## src/rtl/imem_boot_ctrl.sv

```systemverilog
// imem_boot_ctrl: load/run sequencer for the single-clock MIPS IF/ID/EX core.
// Streams a program into the IF instruction memory and holds the core in reset
// while loading. Then it releases the core, runs it, and stops on a halt word
// or on a watchdog expiry.
// Optional feature macro: IMEM_BOOT_SELFLOOP_HALT_EN. When it is defined, RUN
// also halts when PC repeats on consecutive RUN cycles (the `j .` idiom).
module imem_boot_ctrl #(
  parameter int unsigned IMEM_WORDS = 64,
  parameter int unsigned MAX_CYCLES = 1024,
  parameter logic [31:0] HALT_WORD  = 32'h0000000D
) (
  input  logic        CLK,
  input  logic        RST,
  input  logic        start,
  input  logic        load_valid,
  input  logic [31:0] load_data,
  input  logic        load_last,
  output logic        load_ready,
  input  logic [31:0] PC,
  input  logic [31:0] Ins,
  output logic [31:0] W_Ins,
  output logic        WE,
  output logic [31:0] wr_addr,
  output logic        core_rst,
  output logic        run,
  output logic        done,
  output logic        timeout,
  output logic        err,
  output logic [15:0] cycle_count
);

  localparam int unsigned WCNT_W = $clog2(IMEM_WORDS + 1);
  localparam int unsigned CNT_W  = 16;
  localparam int unsigned DATA_W = 32;

  localparam logic [WCNT_W-1:0] WCNT_LAST = WCNT_W'(IMEM_WORDS - 1);
  localparam logic [WCNT_W-1:0] WCNT_ONE  = WCNT_W'(1);
  localparam logic [CNT_W-1:0]  CNT_LAST  = CNT_W'(MAX_CYCLES - 1);
  localparam logic [CNT_W-1:0]  CNT_SAT   = '1;
  localparam logic [CNT_W-1:0]  CNT_ONE   = CNT_W'(1);

  typedef enum logic [2:0] {
    S_IDLE    = 3'd0,
    S_LOAD    = 3'd1,
    S_SETTLE  = 3'd2,
    S_RUN     = 3'd3,
    S_HALT    = 3'd4,
    S_TIMEOUT = 3'd5,
    S_ERR     = 3'd6
  } state_e;

  state_e              state_q, state_d;
  logic [WCNT_W-1:0]   wcnt_q, wcnt_d;
  logic [CNT_W-1:0]    cycle_q, cycle_d;
  logic                we_q, we_d;
  logic [DATA_W-1:0]   w_ins_q, w_ins_d;
  logic [DATA_W-1:0]   wr_addr_q, wr_addr_d;
  logic                load_ready_q, load_ready_d;
  logic                core_rst_q, core_rst_d;
  logic                run_q, run_d;
  logic                done_q, done_d;
  logic                timeout_q, timeout_d;
  logic                err_q, err_d;

  logic                xfer_c;
  logic                halt_word_c;
  logic                self_loop_c;
  logic                halt_hit_c;

  // A loader word moves when the controller has advertised ready this cycle.
  assign xfer_c      = load_valid && load_ready_q;
  assign halt_word_c = (Ins == HALT_WORD);

`ifdef IMEM_BOOT_SELFLOOP_HALT_EN
  logic [DATA_W-1:0] prev_pc_q;
  logic              prev_pc_vld_q;

  // Remember last RUN-cycle PC; the valid flag makes the check start on RUN cycle 2.
  always_ff @(posedge CLK) begin
    if (RST) begin
      prev_pc_q     <= '0;
      prev_pc_vld_q <= 1'b0;
    end else begin
      if (state_q == S_RUN) begin
        prev_pc_q <= PC;
      end
      prev_pc_vld_q <= (state_q == S_RUN);
    end
  end

  assign self_loop_c = prev_pc_vld_q && (PC == prev_pc_q);
`else
  logic unused_pc_c;
  assign unused_pc_c = ^PC;
  assign self_loop_c = 1'b0;
`endif

  assign halt_hit_c = halt_word_c || self_loop_c;

  // State and output registers; every output comes straight from a flop.
  always_ff @(posedge CLK) begin
    if (RST) begin
      state_q      <= S_IDLE;
      wcnt_q       <= '0;
      cycle_q      <= '0;
      we_q         <= 1'b0;
      w_ins_q      <= '0;
      wr_addr_q    <= '0;
      load_ready_q <= 1'b0;
      core_rst_q   <= 1'b1;
      run_q        <= 1'b0;
      done_q       <= 1'b0;
      timeout_q    <= 1'b0;
      err_q        <= 1'b0;
    end else begin
      state_q      <= state_d;
      wcnt_q       <= wcnt_d;
      cycle_q      <= cycle_d;
      we_q         <= we_d;
      w_ins_q      <= w_ins_d;
      wr_addr_q    <= wr_addr_d;
      load_ready_q <= load_ready_d;
      core_rst_q   <= core_rst_d;
      run_q        <= run_d;
      done_q       <= done_d;
      timeout_q    <= timeout_d;
      err_q        <= err_d;
    end
  end

  // Next-state, write-port and counter logic. Status outputs follow the next state.
  always_comb begin
    state_d   = state_q;
    wcnt_d    = wcnt_q;
    cycle_d   = cycle_q;
    we_d      = 1'b0;
    w_ins_d   = w_ins_q;
    wr_addr_d = wr_addr_q;

    case (state_q)
      S_IDLE, S_HALT, S_TIMEOUT, S_ERR: begin
        if (start) begin
          state_d = S_LOAD;
          wcnt_d  = '0;
          cycle_d = '0;
        end
      end

      S_LOAD: begin
        if (xfer_c) begin
          we_d      = 1'b1;
          w_ins_d   = load_data;
          wr_addr_d = DATA_W'(wcnt_q) << 2;
          wcnt_d    = wcnt_q + WCNT_ONE;
          if (load_last) begin
            state_d = S_SETTLE;
          end else if (wcnt_q == WCNT_LAST) begin
            state_d = S_ERR;
          end
        end
      end

      S_SETTLE: begin
        state_d = S_RUN;
      end

      S_RUN: begin
        if (cycle_q != CNT_SAT) begin
          cycle_d = cycle_q + CNT_ONE;
        end
        if (halt_hit_c) begin
          state_d = S_HALT;
        end else if (cycle_q == CNT_LAST) begin
          state_d = S_TIMEOUT;
        end
      end

      default: begin
        state_d = S_IDLE;
      end
    endcase

    load_ready_d = (state_d == S_LOAD);
    core_rst_d   = !((state_d == S_RUN) || (state_d == S_HALT));
    run_d        = (state_d == S_RUN);
    done_d       = (state_d == S_HALT);
    timeout_d    = (state_d == S_TIMEOUT);
    err_d        = (state_d == S_ERR);
  end

  assign load_ready  = load_ready_q;
  assign W_Ins       = w_ins_q;
  assign WE          = we_q;
  assign wr_addr     = wr_addr_q;
  assign core_rst    = core_rst_q;
  assign run         = run_q;
  assign done        = done_q;
  assign timeout     = timeout_q;
  assign err         = err_q;
  assign cycle_count = cycle_q;

endmodule

```

## config.mk

```make
export PLATFORM = sky130hd
export DESIGN_NAME = imem_boot_ctrl
export DESIGN_NICKNAME = d
export VERILOG_FILES = /design/src/rtl/imem_boot_ctrl.sv
export SDC_FILE = /design/constraint.sdc
export NUM_CORES = 1
export LEC_CHECK = 0
export ABC_AREA = 1
export ABC_CLOCK_PERIOD_IN_PS = 2800
export CORE_MARGIN = 2
export CORE_UTILIZATION = 35
export DETAILED_ROUTE_END_ITERATION = 8
export GPL_ROUTABILITY_DRIVEN = 0
export PLACE_DENSITY = 0.73
export SETUP_SLACK_MARGIN = 0.1
export SYNTH_ARGS = -nofsm -noshare
export SYNTH_HDL_FRONTEND = slang
export SYNTH_SLANG_ARGS = --single-unit
export TNS_END_PERCENT = 5
```

## constraint.sdc

```tcl
create_clock -name CLK -period 2.8 [get_ports CLK]
set_input_delay 0.84 -clock CLK [delete_from_list [all_inputs] [get_ports CLK]]
set_output_delay 0.84 -clock CLK [all_outputs]
set_load 0.02 [all_outputs]
```

==> flow_summary_export.csv, run 1 <==
group,metric,value,unit
run_status,status,"finished, final reports clean",
route,first_iter_violations,108,
power_and_ir_drop,p_per_area,464,nW/um^2
sta,finalHoldViolCount,0,
grt,grt_remaining_overflow,0,
yosys,synth_seq_area_share,41.8,%
power_and_ir_drop,finalPower,2.31,mW
sta,min_period_over_period,82.2,%
route,routed_wl,9100,um
hold_path,hold_class,"flop to flop",
placed_design,post-place-ws,325,ps
clock_network,cts-root-buf,"clkbuf_8",
clock_network,clk_latency,360,ps
yosys,syn_inst,508,
power_and_ir_drop,p_leak,2.06,nW
critical_path,slowest_delay,650,ps
cells_and_area,final_util,51.5,%
sta,fin_ws,498,ps
yosys,synth.distinct_cells,33,
critical_path,r2r-start,"cycle_count[0]",
die,ios,188,
yosys,syn-cell-area,3450,um^2
critical_path,worst_ep_required_time,1960,ps
sta,slew_viol_final,0,
die,die_area,10700,um^2
route,dr.pass1.iters,4,
cells_and_area,final_area,4980,um^2
critical_path,critPathMaxFanout,7,
hold_path,hp-start,"wcnt_q[3]",
grt,grt_max_degree,39,
grt,grt_pass1_wl,15000,um
critical_path,cp_top_family,"buffers and inverters",
sta,setup_viol,0,
sta,rsz0062_at_grt,"false",
hold_path,hold_path_end,"wcnt_q[4]",
cells_and_area,nets,743,
clock_network,clock_sinks,72,
die,rows,36,
critical_path,crit_type,"flop to output pin",
clock_network,numCtsBuffers,9,
route,ant_nets,0,
clock_network,cts_tree,"done",
hold_path,hold_path_depth,2,
clock_network,clk_pin_slew,90,ps
die,core_area,9680,um^2
critical_path,path_cells,"clkdlybuf4s50_1",
cells_and_area,n_antenna_cell,0,
grt,antenna_found_initial,0,
yosys,yosys_warnings,0,
clock_network,htreeDepth,3,
yosys,synth_most_common_cell,"nor2_1",
clock_network,cts_setup_buffers,0,
yosys,synth_area_leaders,"dfxtp_1 (42%), nor2_1 (14%), nand2_1 (8.4%), o21ai_0 (7.0%), inv_1 (6.0%)",
yosys,synth-seq-cells,72,
clock_network,postCtsHoldBufs,0,
route,wl_per_cell,11.7,um
job,cap_violations,0,
sta,tns,0,ps
die,die_w,103,um
critical_path,crit_buf_inv,1,
placed_design,portBuffers,130,
power_and_ir_drop,ir_drop,0.281,mV
placed_design,placed_area,4800,um^2
sta,fmax,434,MHz
clock_network,clk_path_buf_depth,2,
yosys,synth_top_area_cell,"dfxtp_1",
die,die_h,103,um
sta,clock_skew,12.6,ps
yosys,synthTopCellsByCount,"nor2_1 (128), nand2_1 (77), dfxtp_1 (72), inv_1 (55), o21ai_0 (48)",
critical_path,r2r-end,"core_rst",
route,vias,3535,
critical_path,cp.arrival,1460,ps
critical_path,critPathSlowestCell,"clkdlybuf4s50_1",
sta,fin_crit,2300,ps
critical_path,cp-end-kind,"output pin",
die,initial_core_util,35.6,%
placed_design,place_hpwl,6850,um
route,drc,0,
yosys,ys_async_sr_fraction,0,%
yosys,synth_edf_count,0,
route,routed_via_density,4.54,
sta,hold_slack,483,ps
grt,grt_usage,18.0,%
yosys,synth_top_cell_area_share,41.8,%
critical_path,r2r_setup_slack,820,ps
placed_design,placedCellCount,762,
critical_path,setup.worst_path.start_class,"flop",
grt,grt_pass1_vias,3404,
clock_network,cts_resized,0,
yosys,syn_avg_cell_area,6.79,um^2
critical_path,reg2regPathDepth,12,
cells_and_area,fin_cells,778,
cells_and_area,drive_above_1_share,6.82,%
cells_and_area,area_growth,44.5,%
yosys,ys.flop_type,"dfxtp_1",
-- cells by family (layout without fill, tap and decap cells) --
| logic type | after synthesis | in the layout | share of synthesized area [%] |
|---|---|---|---|
| XOR/XNOR | 1 | 1 | 0.254 |
| other | 1 | 25 | 0.109 |
| adder cells (fa/ha/maj) | 2 | 2 | 0.725 |
| AO/OA/AOI/OAI | 74 | 74 | 11.4 |
| buffers and inverters | 100 | 213 | 14.1 |
| AND/OR/NAND/NOR | 258 | 258 | 31.6 |
| flip-flops | 72 | 72 | 41.8 |
-- where the power goes --
group,internal (mW),leakage (nW),switching (mW)
combinational,0.198,1.40,0.238
sequential,1.07,0.583,0.0261
clock,0.336,0.0848,0.451
total,1.60,2.06,0.716
-- layer usage --
layer	global-route usage [%]	routed length, um	vias up	share of wire [%]
met2	30.3	4210	154	46
met1	19.9	3690	1554	40
met3	7.12	992	19	11
met4	8.50	215	0	2.4
met5	0	0	-	0
li1	-	-	1808	-
-- how the worst max path moves through the flow --
stage	from	to	slack (ps)	depth (start not counted)
after CTS	cycle_count[5]	cycle_count[5]	470	1
after detailed placement	start	cycle_count[7]	330	10
after global routing	cycle_count[5]	cycle_count[5]	400	1
final	cycle_count[5]	cycle_count[5]	500	1
after floorplan	Ins[16]	core_rst	1030	12
after global placement	start	cycle_count[11]	370	10
-- sequential cells by signal, summed over array words and instances, names as in the netlist, 3 cells and up --
signal	flops
wcnt_q	7
cycle_count	16
state_q	3
W_Ins	32
wr_addr	7
-- cell usage in the layout (no fill, tap or decap), types with 11 or more instances in the layout --
master | Yosys | final
a21oi_1 | 19 | 19
clkdlybuf4s50_1 | 0 | 130
nand2_1 | 77 | 77
nor3_1 | 11 | 11
nor2_1 | 128 | 128
conb_1 | 1 | 25
inv_1 | 55 | 55
o21ai_0 | 48 | 48
nand3_1 | 19 | 19
dfxtp_1 | 72 | 72
-- final cells by class --
cell class                 count  area (um^2)
tap                          133          166
multi-input combinational    360         1610
clock inverter                 7         60.1
sequential                    72         1440
timing repair buffer         138         1360
clock buffer                   9          124
fill                         917         4700
inverter                      59          221
Note: power is estimated with default switching activity, not from simulation.
==> run 2, diff against run 1 <==
--- a/config.mk
+++ b/config.mk
@@ -6,12 +6,12 @@
 export NUM_CORES = 1
 export LEC_CHECK = 0
 export ABC_AREA = 1
-export ABC_CLOCK_PERIOD_IN_PS = 2800
+export ABC_CLOCK_PERIOD_IN_PS = 2020
 export CORE_MARGIN = 2
 export CORE_UTILIZATION = 35
 export DETAILED_ROUTE_END_ITERATION = 8
 export GPL_ROUTABILITY_DRIVEN = 0
-export PLACE_DENSITY = 0.73
+export PLACE_DENSITY = 0.76
 export SETUP_SLACK_MARGIN = 0.1
 export SYNTH_ARGS = -nofsm -noshare
 export SYNTH_HDL_FRONTEND = slang
==> constraint.sdc (replaced) <==
create_clock -name CLK -period 2.02 [get_ports CLK]
set_input_delay 0.606 -clock CLK [delete_from_list [all_inputs] [get_ports CLK]]
set_output_delay 0.606 -clock CLK [all_outputs]
set_load 0.02 [all_outputs]
==> flow_summary_export.csv, run 2 (synthesized netlist as in run 1, its figures left out) <==
group,metric,value,unit
cells_and_area,drive_above_1_share,8.83,%
sta,fin_crit,1900,ps
cells_and_area,final_util,52.3,%
critical_path,cp-end-kind,"output pin",
die,rows,36,
sta,slew_viol_final,0,
die,die_w,103,um
placed_design,place_hpwl,7010,um
grt,antenna_found_initial,0,
grt,grt_usage,18.0,%
power_and_ir_drop,finalPower,3.24,mW
die,die_area,10700,um^2
job,cap_violations,0,
grt,grt_remaining_overflow,0,
critical_path,worst_ep_required_time,1410,ps
grt,grt_max_degree,40,
power_and_ir_drop,ir_drop,0.442,mV
cells_and_area,largest_reg_flops,32,
critical_path,cp.arrival,1290,ps
critical_path,path_cells,"clkdlybuf4s50_1",
critical_path,critPathSlowestCell,"clkdlybuf4s50_1",
clock_network,cts-root-buf,"clkbuf_8",
cells_and_area,final_common_cell,"nor2_1",
sta,finalHoldViolCount,0,
clock_network,htreeDepth,3,
power_and_ir_drop,p_per_area,640,nW/um^2
clock_network,clk_pin_slew,90,ps
critical_path,cp_top_family,"buffers and inverters",
die,initial_core_util,35.6,%
route,dr.pass1.iters,4,
cells_and_area,area_growth,46.9,%
critical_path,slowest_delay,610,ps
route,routed_wl,9210,um
hold_path,hold_class,"flop to flop",
clock_network,clk_latency,340,ps
sta,setup_viol,0,
critical_path,crit_type,"flop to output pin",
sta,min_period_over_period,93.8,%
placed_design,portBuffers,130,
cells_and_area,n_antenna_cell,0,
cells_and_area,fin_cells,790,
grt,grt_pass1_vias,3437,
die,ios,188,
clock_network,numCtsBuffers,9,
cells_and_area,final_cell_mix,"nor2_1 (127), clkdlybuf4s50_1 (88), nand2_1 (76), dfxtp_1 (72), inv_1 (55)",
die,core_area,9680,um^2
grt,grt_pass1_wl,15300,um
route,routed_via_density,4.47,
die,die_h,103,um
clock_network,cts_tree,"done",
sta,clock_skew,10.5,ps
critical_path,critPathMaxFanout,2,
route,first_iter_violations,192,
sta,rsz0062_at_grt,"true",
placed_design,post-place-ws,-145,ps
clock_network,clk_path_buf_depth,2,
power_and_ir_drop,p_leak,2.34,nW
route,drc,0,
placed_design,placedCellCount,774,
critical_path,setup.worst_path.start_class,"flop",
cells_and_area,fill_cells,944,
route,wl_per_cell,11.7,um
sta,fmax,528,MHz
route,ant_nets,0,
critical_path,crit_buf_inv,1,
route,vias,3533,
run_status,status,"finished, final reports clean",
cells_and_area,nets,755,
clock_network,clock_sinks,72,
sta,fin_ws,124,ps
-- run 2: changes by cell type in the layout (fill, tap and decap cells not counted) --
| cell | previous run | this run |
|---|---|---|
| nor2_1 | 128 | 127 |
| nand2_2 | 4 | 5 |
| nand2_1 | 77 | 76 |
| inv_8 | 1 | 2 |
| buf_12 | 0 | 3 |
| dlygate4sd2_1 | 0 | 42 |
| buf_4 | 8 | 17 |
| clkdlybuf4s50_1 | 130 | 88 |
| inv_6 | 3 | 2 |
| nor2_2 | 1 | 2 |
-- run 2: cell type report --
type,instances,area (um^2),share of cell area (%)
Clock inverter,7,62.6,1.23
Tap cell,133,166,3.28
Multi-Input combinational cell,360,1620,31.9
Clock buffer,9,124,2.44
Sequential cell,72,1440,28.4
Timing Repair Buffer,150,1440,28.3
Inverter,59,221,4.37
-- run 2: worst register-to-register path, cell delays in order, from the launching register on --
cell     delay [ps]
dfxtp_1         400
ha_1            200
nand2_2         100
nor2_1          140
nand2_1         100
nor2_1          200
nor2_1           60
nand2_1          60
nand2_1          60
nand2_1         110
nand2_1          90
nor2_2          130
nor2_1           40
-- run 2: where the power goes --
group	total [mW]	leakage [nW]	switching (mW)	internal (mW)
registers	1.51	0.583	0.0324	1.48
clock network	1.09	0.0863	0.622	0.471
logic	0.640	1.67	0.341	0.299
-- run 2: worst paths after layout --
check	from	end	slack, ps	cells after the start
setup / recovery	W_Ins[13]	W_Ins[13]	120	1
hold / removal	wcnt_q[6]	wcnt_q[6]	500	2
setup reg to reg	cycle_count[0]	core_rst	210	12
hold reg to reg	wcnt_q[6]	wcnt_q[6]	500	2
-- run 2: repair_timing --
item,4_1_cts,5_1_grt
hold buffers,0,0
buffers inserted,0,0
resized for setup,42,2
endpoints found under the setup margin,42,28
-- run 2: stage by stage --
stage	instance area, um^2	TNS [ps]	hold WS (ps)
4_1_cts	5060	0	502
5_1_grt	5070	0	526
3_5_place_dp	4930	-754	485
6_report	5070	0	500
3_3_place_gp	4930	-367	469
2_1_floorplan	3540	0	457
-- run 2: layer usage --
layer  up-vias  track usage (%)  part of all wire, %
met2       125             30.9                   49
met5         -                0                    0
met1      1578             20.4                   41
met4         0             4.96                 0.54
li1       1826                -                    -
met3         4             7.86                  9.3
